**config.mk**
```make
export PLATFORM = sky130hd
export DESIGN_NAME = usb_in_scheduler
export DESIGN_NICKNAME = d
export VERILOG_FILES = /design/src/rtl/usb_in_scheduler.sv
export SDC_FILE = /design/constraint.sdc
export NUM_CORES = 1
export LEC_CHECK = 0
export CORE_ASPECT_RATIO = 1.2
export CORE_MARGIN = 2
export CORE_UTILIZATION = 47
export CTS_CLUSTER_SIZE = 24
export DETAILED_ROUTE_END_ITERATION = 7
export HOLD_SLACK_MARGIN = 0.02
export PLACE_DENSITY = 0.92
export SLEW_MARGIN = 0
export SYNTH_ARGS = -nofsm -noshare
export SYNTH_HDL_FRONTEND = slang
export SYNTH_SLANG_ARGS = --single-unit
```
**constraint.sdc**
```tcl
create_clock -name clk_i -period 3.8 [get_ports clk_i]
set_input_delay 0.76 -clock clk_i [delete_from_list [all_inputs] [get_ports clk_i]]
set_output_delay 0.76 -clock clk_i [all_outputs]
set_load 0.05 [all_outputs]
```
**src/rtl/usb_in_scheduler.sv**
```systemverilog
// Shares the USB packet transmitter between N_EP IN endpoints: STALL/NAK/DATA per IN token, data toggle, commit/rewind.
// Optional: USB_SCHED_SETUP_TOGGLE_EN makes a SETUP token preset the endpoint toggle to DATA1.
module usb_in_scheduler #(
  parameter int unsigned N_EP        = 4,
  parameter int unsigned MAX_PKT     = 64,
  parameter int unsigned ACK_TIMEOUT = 80
) (
  input  logic              clk_i,
  input  logic              rstn_i,
  input  logic              rx_token_valid_i,
  input  logic [3:0]        rx_pid_i,
  input  logic [3:0]        rx_endp_i,
  input  logic              rx_hs_valid_i,
  input  logic [N_EP-1:0]   ep_valid_i,
  input  logic [8*N_EP-1:0] ep_data_i,
  input  logic [N_EP-1:0]   ep_last_i,
  input  logic [N_EP-1:0]   ep_halt_i,
  output logic [N_EP-1:0]   ep_ready_o,
  output logic [N_EP-1:0]   ep_commit_o,
  output logic [N_EP-1:0]   ep_rewind_o,
  output logic              tx_valid_o,
  input  logic              tx_ready_i,
  output logic [3:0]        tx_pid_o,
  output logic [7:0]        tx_data_o,
  output logic              tx_nodata_o,
  output logic              tx_last_o,
  output logic [N_EP-1:0]   toggle_o
);

  localparam int unsigned SW = (N_EP > 1) ? $clog2(N_EP) : 1;
  localparam int unsigned CW = $clog2(MAX_PKT + 1);
  localparam int unsigned TW = $clog2(ACK_TIMEOUT + 1);

  localparam logic [3:0] PID_IN    = 4'b1001;
  localparam logic [3:0] PID_SETUP = 4'b1101;
  localparam logic [3:0] PID_DATA0 = 4'b0011;
  localparam logic [3:0] PID_DATA1 = 4'b1011;
  localparam logic [3:0] PID_ACK   = 4'b0010;
  localparam logic [3:0] PID_NAK   = 4'b1010;
  localparam logic [3:0] PID_STALL = 4'b1110;

  typedef enum logic [1:0] {S_IDLE, S_HS, S_DATA, S_WAIT} state_e;

  state_e            state_q, state_d;
  logic [SW-1:0]     sel_q, sel_d;
  logic [3:0]        pid_q, pid_d;
  logic [CW-1:0]     cnt_q, cnt_d;
  logic [TW-1:0]     tmr_q, tmr_d;
  logic [N_EP-1:0]   tog_q, tog_d;
  logic [N_EP-1:0]   commit_q, commit_d;
  logic [N_EP-1:0]   rewind_q, rewind_d;

  logic              tok_in_range;
  logic [SW-1:0]     tok_sel;
  logic              beat;

  assign tok_in_range = 32'(rx_endp_i) < N_EP;
  assign tok_sel      = SW'(rx_endp_i);

  assign tx_pid_o    = pid_q;
  assign toggle_o    = tog_q;
  assign ep_commit_o = commit_q;
  assign ep_rewind_o = rewind_q;

  // Next-state, transmit beat and endpoint handshake decode
  always_comb begin
    state_d     = state_q;
    sel_d       = sel_q;
    pid_d       = pid_q;
    cnt_d       = cnt_q;
    tmr_d       = tmr_q;
    tog_d       = tog_q;
    commit_d    = '0;
    rewind_d    = '0;
    tx_valid_o  = 1'b0;
    tx_data_o   = 8'h00;
    tx_nodata_o = 1'b0;
    tx_last_o   = 1'b0;
    ep_ready_o  = '0;
    beat        = 1'b0;

    case (state_q)
      S_IDLE: begin
        if (rx_token_valid_i && tok_in_range) begin
          if (rx_pid_i == PID_IN) begin
            sel_d = tok_sel;
            if (ep_halt_i[tok_sel]) begin
              state_d = S_HS;
              pid_d   = PID_STALL;
            end else if (!ep_valid_i[tok_sel]) begin
              state_d = S_HS;
              pid_d   = PID_NAK;
            end else begin
              state_d = S_DATA;
              pid_d   = tog_q[tok_sel] ? PID_DATA1 : PID_DATA0;
              cnt_d   = '0;
            end
          end
`ifdef USB_SCHED_SETUP_TOGGLE_EN
          else if (rx_pid_i == PID_SETUP) begin
            tog_d[tok_sel] = 1'b1;
          end
`endif
        end
      end
      S_HS: begin
        tx_valid_o  = 1'b1;
        tx_nodata_o = 1'b1;
        tx_last_o   = 1'b1;
        if (tx_ready_i) state_d = S_IDLE;
      end
      S_DATA: begin
        tx_valid_o = ep_valid_i[sel_q];
        tx_data_o  = ep_data_i[{sel_q, 3'b000} +: 8];
        tx_last_o  = ep_last_i[sel_q] || (cnt_q == CW'(MAX_PKT - 1));
        beat       = tx_valid_o && tx_ready_i;
        if (beat) begin
          ep_ready_o[sel_q] = 1'b1;
          cnt_d             = cnt_q + CW'(1);
          if (tx_last_o) begin
            tmr_d   = '0;
            state_d = S_WAIT;
          end
        end
      end
      S_WAIT: begin
        // ACK beats a coincident timeout; any other handshake or token loses the packet
        if (rx_hs_valid_i && rx_pid_i == PID_ACK) begin
          tog_d[sel_q]    = ~tog_q[sel_q];
          commit_d[sel_q] = 1'b1;
          state_d         = S_IDLE;
        end else if (rx_hs_valid_i || rx_token_valid_i ||
                     tmr_q >= TW'(ACK_TIMEOUT - 1)) begin
          rewind_d[sel_q] = 1'b1;
          state_d         = S_IDLE;
        end else if (tmr_q != TW'(ACK_TIMEOUT)) begin
          tmr_d = tmr_q + TW'(1);
        end
      end
      default: state_d = S_IDLE;
    endcase
  end

  always_ff @(posedge clk_i or negedge rstn_i) begin
    if (!rstn_i) begin
      state_q  <= S_IDLE;
      sel_q    <= '0;
      pid_q    <= 4'h0;
      cnt_q    <= '0;
      tmr_q    <= '0;
      tog_q    <= '0;
      commit_q <= '0;
      rewind_q <= '0;
    end else begin
      state_q  <= state_d;
      sel_q    <= sel_d;
      pid_q    <= pid_d;
      cnt_q    <= cnt_d;
      tmr_q    <= tmr_d;
      tog_q    <= tog_d;
      commit_q <= commit_d;
      rewind_q <= rewind_d;
    end
  end

endmodule

```
# Word-level counts from Yosys, hierarchy flattened
# Cells that the tools add are included.
totals:
  elab_cells: 101
  input_bits: 57
  ff_bits: 34
op_classes:
  muxes: 51
  n_reduce_logical: 15
  eq_ne: 18
  order_cmp: 5
  n_addsub: 2
  shifts: 1
  bitwise: 1
ops:
  columns: ["operator", "n"]
  rows:
  - ["two-way mux 7 bit", 10]
  - ["two-way mux 4 bit", 10]
  - ["indexed part select 32 x 6 -> 8 bit", 1]
  - ["one-hot mux 7 bit (2 select lines)", 2]
  - ["!= test 2 bit, second input constant", 10]
  - ["two-way mux 2 bit", 9]
  - ["AND reduction 6 bit", 3]
  - ["adder 7 x 1 -> 7 bit, second input constant", 2]
  - ["binary-select mux 1 bit (select 2 bit)", 6]
  - ["two-way mux 1 bit", 8]
  - ["two-way mux 8 bit", 1]
  - ["one-hot mux 2 bit (4 select lines)", 1]
  - ["== test 7 x 6 -> 1 bit, second input constant", 1]
  - ["greater-or-equal comparator 7 bit, second input constant", 1]
  - ["!= test 7 bit, second input constant", 1]
  - ["less-than comparator 2 x 3 -> 1 bit, second input constant", 2]
  - ["bitwise mux 4 bit", 1]
  - ["== test 2 bit, second input constant", 2]
  - ["== test 4 x 2 -> 1 bit, second input constant", 1]
  - ["== test 4 bit, second input constant", 1]
  - ["logical AND 1 bit", 4]
  - ["less-than comparator 4 x 3 -> 1 bit, second input constant", 1]
  - ["one-hot mux 1 bit (2 select lines)", 2]
  - ["nonzero test 2 bit", 2]
  - ["9 further kinds", 11]

# Logic depth before layout (Yosys ltp)
depth:
  word_depth: 7
  mapped_depth: 9

# Worst setup path before layout
# Ideal clock, no wire load.
synth_path:
  path_kind: "flip-flop to output port"
  start: "reg state_q[0]"
  end: "out ep_ready_o[0]"
  setup_slack_ps: 807
  stages_incl_launch_ff: 7
  arrival_ps: 2233
  cell_sequence: "dfrtp_1 > inv_1 > ha_1 > clkbuf_1 > and2_1 > nand2_1 > nor3_1"
synth_via:
  elab_chain_len: 2
synth_rtl:
  columns: ["element", "line", "rtl"]
  rows:
  - ["from (decl)", "44", "state_e state_q, state_d;"]
  - ["from (signal assigned)", "155", "state_q <= state_d;"]
  - ["== test 2 bit", "82", "case (state_q)"]
  - ["two-way mux 4 bit", "82", null]
  - ["to (decl)", "18", "output logic [N_EP-1:0] ep_ready_o,"]
# Every way passes these cells.

# Worst setup path after layout
layout_path:
  start: "in ep_valid_i[0]"
  end: "out tx_valid_o"
layout_via:
  elab_chain_len: 3
layout_rtl:
  columns: ["element", "line", "rtl"]
  rows:
  - ["from (decl)", "14", "input logic [N_EP-1:0] ep_valid_i,"]
  - ["binary-select mux 1 bit (select 2 bit)", "113", "tx_valid_o = ep_valid_i[sel_q];"]
  - ["two-way mux 1 bit (not written as such)", "113", null]
  - ["one-hot mux 1 bit (2 select lines)", "82", null]
  - ["to (decl)", "21", "output logic tx_valid_o,"]
# Every way passes these cells. The select of a mux whose other input is x is not followed.

==> impl_metrics.toml <==
[critical_path]
worstPathMaxFanout = 3
slowest_delay_ns = 0.69
cp_common_cell = "clkdlybuf4s50_1"
crit_chain = "clkdlybuf4s50_1, mux4_2, a21oi_1, nor2b_1, clkdlybuf4s50_1"
critPathCaptureType = "output pin"
rr_startpoint = "sel_q[0]"
worstSetupPathType = "primary input to output pin"
cp_slowest_cell = "clkdlybuf4s50_1"
crit_arrival_ns = 2.69
crit_required_ns = 3.04
critPathLaunchType = "primary input"
cp-startpoint = "ep_valid_i[0]"

[yosys]
synth.most_common_cell = "dfrtp_1"
synth_cells = 207
yosys_warnings = 0
synthTopCellsByArea = "dfrtp_1, mux4_2, ha_1"
yosys_register_bits = 34
yosys.area.top_type = "dfrtp_1"
synth.distinct_cells = 50
synth_area_per_cell_um2 = 10.4
synth_top_cell_area_share = 0.396
synth-async-reset-ratio = 1.00
ys_top_cells_by_count = "dfrtp_1, nand2_1, nor2_1, mux4_2"
synthesis.area_um2 = 2150
synth_edf_count = 0
syn_nets = 272
synth_ff_type = "dfrtp_1"
yosysSeqAreaShare = 0.396

[floorplan]
pin_count = 88
dieWidth_um = 65.7
start_util = 0.497
dieArea_um2 = 5130
core-area_um2 = 4330
die_h_um = 78.1
fp-row-count = 26

[sta]
min_period_over_period = 0.907
finClkSkew_ns = 0.00527
fmax_mhz = 290
fin_crit_ns = 3.45
rsz0062_at_grt = "no"
hold_viol_final = 0
drv_slew = 0
slew_headroom = 0.449
worstMarginPinSlew_ns = 0.824
finalSetupViolations = 0
tns_ns = 0
layout_setup_ws_ns = 0.353

[grt]
gr-usage-all-layers = 0.244
antenna_found_initial = 0
grt_pass1_wl_um = 9480
grt_pass1_vias = 1969
grt.overflow.total = 0
grt_max_degree = 35

[hold_path]
min_from = "tx_pid_o[1]"
min-delay-path-class = "flip-flop to flip-flop"

[clock_tree]
clockBufferDepth = 2
cts_root_buf = "clkbuf_8"
cts_hold_buffers = 0
clkTransAtPathRegs_ns = 0.06
clk-insertion-delay-late_ns = 0.28
post_cts_resized = 0
htreeDepth = 2
cts_made_buffers = 5
clock-sinks = 34
cts_tree = "done"
postCtsSetupBuffers = 0

[placement]
placed_cell_area_um2 = 3080
hpwlAfterDp_um = 4600
io_buffers = 87
place_congestion = 0.908
detailedPlace.worstSlack_ns = 0.368

[layout]
n_fill_cell = 311
num_antenna_cells = 0
final_nets = 361
multi_input_area_um2 = 1230
fin_area_um2 = 3170
seqCellArea_um2 = 851
layout-drive-gt1-share = 0.101
area.growth.synth_to_final_pct = 47.4

[power]
leakage_nw = 1.34
powerDensity_nw_per_um2 = 470
ir_worst_vdd_mv = 0.261

[detailed_routing]
vias = 2022
drc = 0
ant_nets = 0
routed_wl_um = 5980
drtIter0Drc = 201
wl_per_cell_um = 16.9
drtPass1Iterations = 4
viasPerCell = 5.73

[run_status]
outcome = "finished clean"

[flow_run]
max_cap_violations = 0
layout by cell type (no fill, tap or decap), drive strengths merged, types with 3 or more instances in the layout:
master / instances
o21ai: 13
a21oi: 7
nor3: 3
clkbuf: 7
dfrtp: 34
buf: 4
and2: 10
nor4b: 3
clkdlybuf4s50: 86
and3: 3
ha: 8
o31ai: 3
nor2: 16
nand2: 18
mux4: 13
xor2: 4
mux2: 5
nand3: 9
nand2b: 6
inv: 10
sequential cells by signal, summed over array words and instances, names as in the netlist:
signal / cells
cnt_q: 7
ep_commit_o: 4
ep_rewind_o: 4
sel_q: 2
state_q: 2
tmr_q: 7
toggle_o: 4
tx_pid_o: 4
where the power goes:
part	internal [mW]	switching, mW
combinational	0.306	0.416
clock	0.146	0.128
sequential	0.414	0.0788
total	0.866	0.623
critical path, delay by kind of cell:
kind,cells,cell delay [ns]
buf+inv,2,1.15
compound gates,1,0.17
simple gates,1,0.05
mux,1,0.55
metal layers:
metal	global-route usage	vias to the layer above	part of all wire
met1	0.300	982	0.39
li1	-	941	-
met3	0.0487	9	0.063
met2	0.420	90	0.53
met4	0.0896	0	0.018
met5	0	-	0
kinds of logic (layout without fill, tap and decap cells):
kind of cell / count (synthesis) / after routing / synth area share
buffers and inverters: 18 / 108 / 0.0326
and+or+nand+nor: 82 / 82 / 0.207
DFF: 34 / 34 / 0.396
adders and majority gates: 8 / 8 / 0.0466
muxes: 19 / 19 / 0.167
AOI/OAI and AO/OA: 42 / 42 / 0.135
xor gates and xnor gates: 4 / 4 / 0.0163
per-stage QoR:
| step | power, mW | instances | util | hold WS (ns) |
|---|---|---|---|---|
| after global routing | 1.56 | 353 | 0.733 | 0.506 |
| after detailed placement | 1.21 | 345 | 0.711 | 0.464 |
| after CTS | 1.49 | 353 | 0.733 | 0.481 |
| final | 1.49 | 353 | 0.733 | 0.479 |
| after floorplan | 0.964 | 207 | - | 0.464 |
| after global placement | 1.19 | 345 | 0.711 | 0.453 |
area by class of cell:
cell class | instances | area share
inverter | 10 | 0.0118
clock inverter | 1 | 0.00158
timing repair buffer | 90 | 0.281
sequential | 34 | 0.268
multi-input combinational | 155 | 0.388
tap | 56 | 0.0221
clock buffer | 7 | 0.0272
final timing paths:
kind	to	slack, ns	cells past startpoint
worst max register to register	state_q[1]	1.10	6
max in group asynchronous	cnt_q[6]	2.60	2
worst max-delay path	tx_valid_o	0.35	5
min in group asynchronous	ep_rewind_o[3]	0.89	2
worst min register to register	tx_pid_o[1]	0.48	1
worst min-delay path	tx_pid_o[1]	0.48	1
Power figures use the tool's default switching activity.
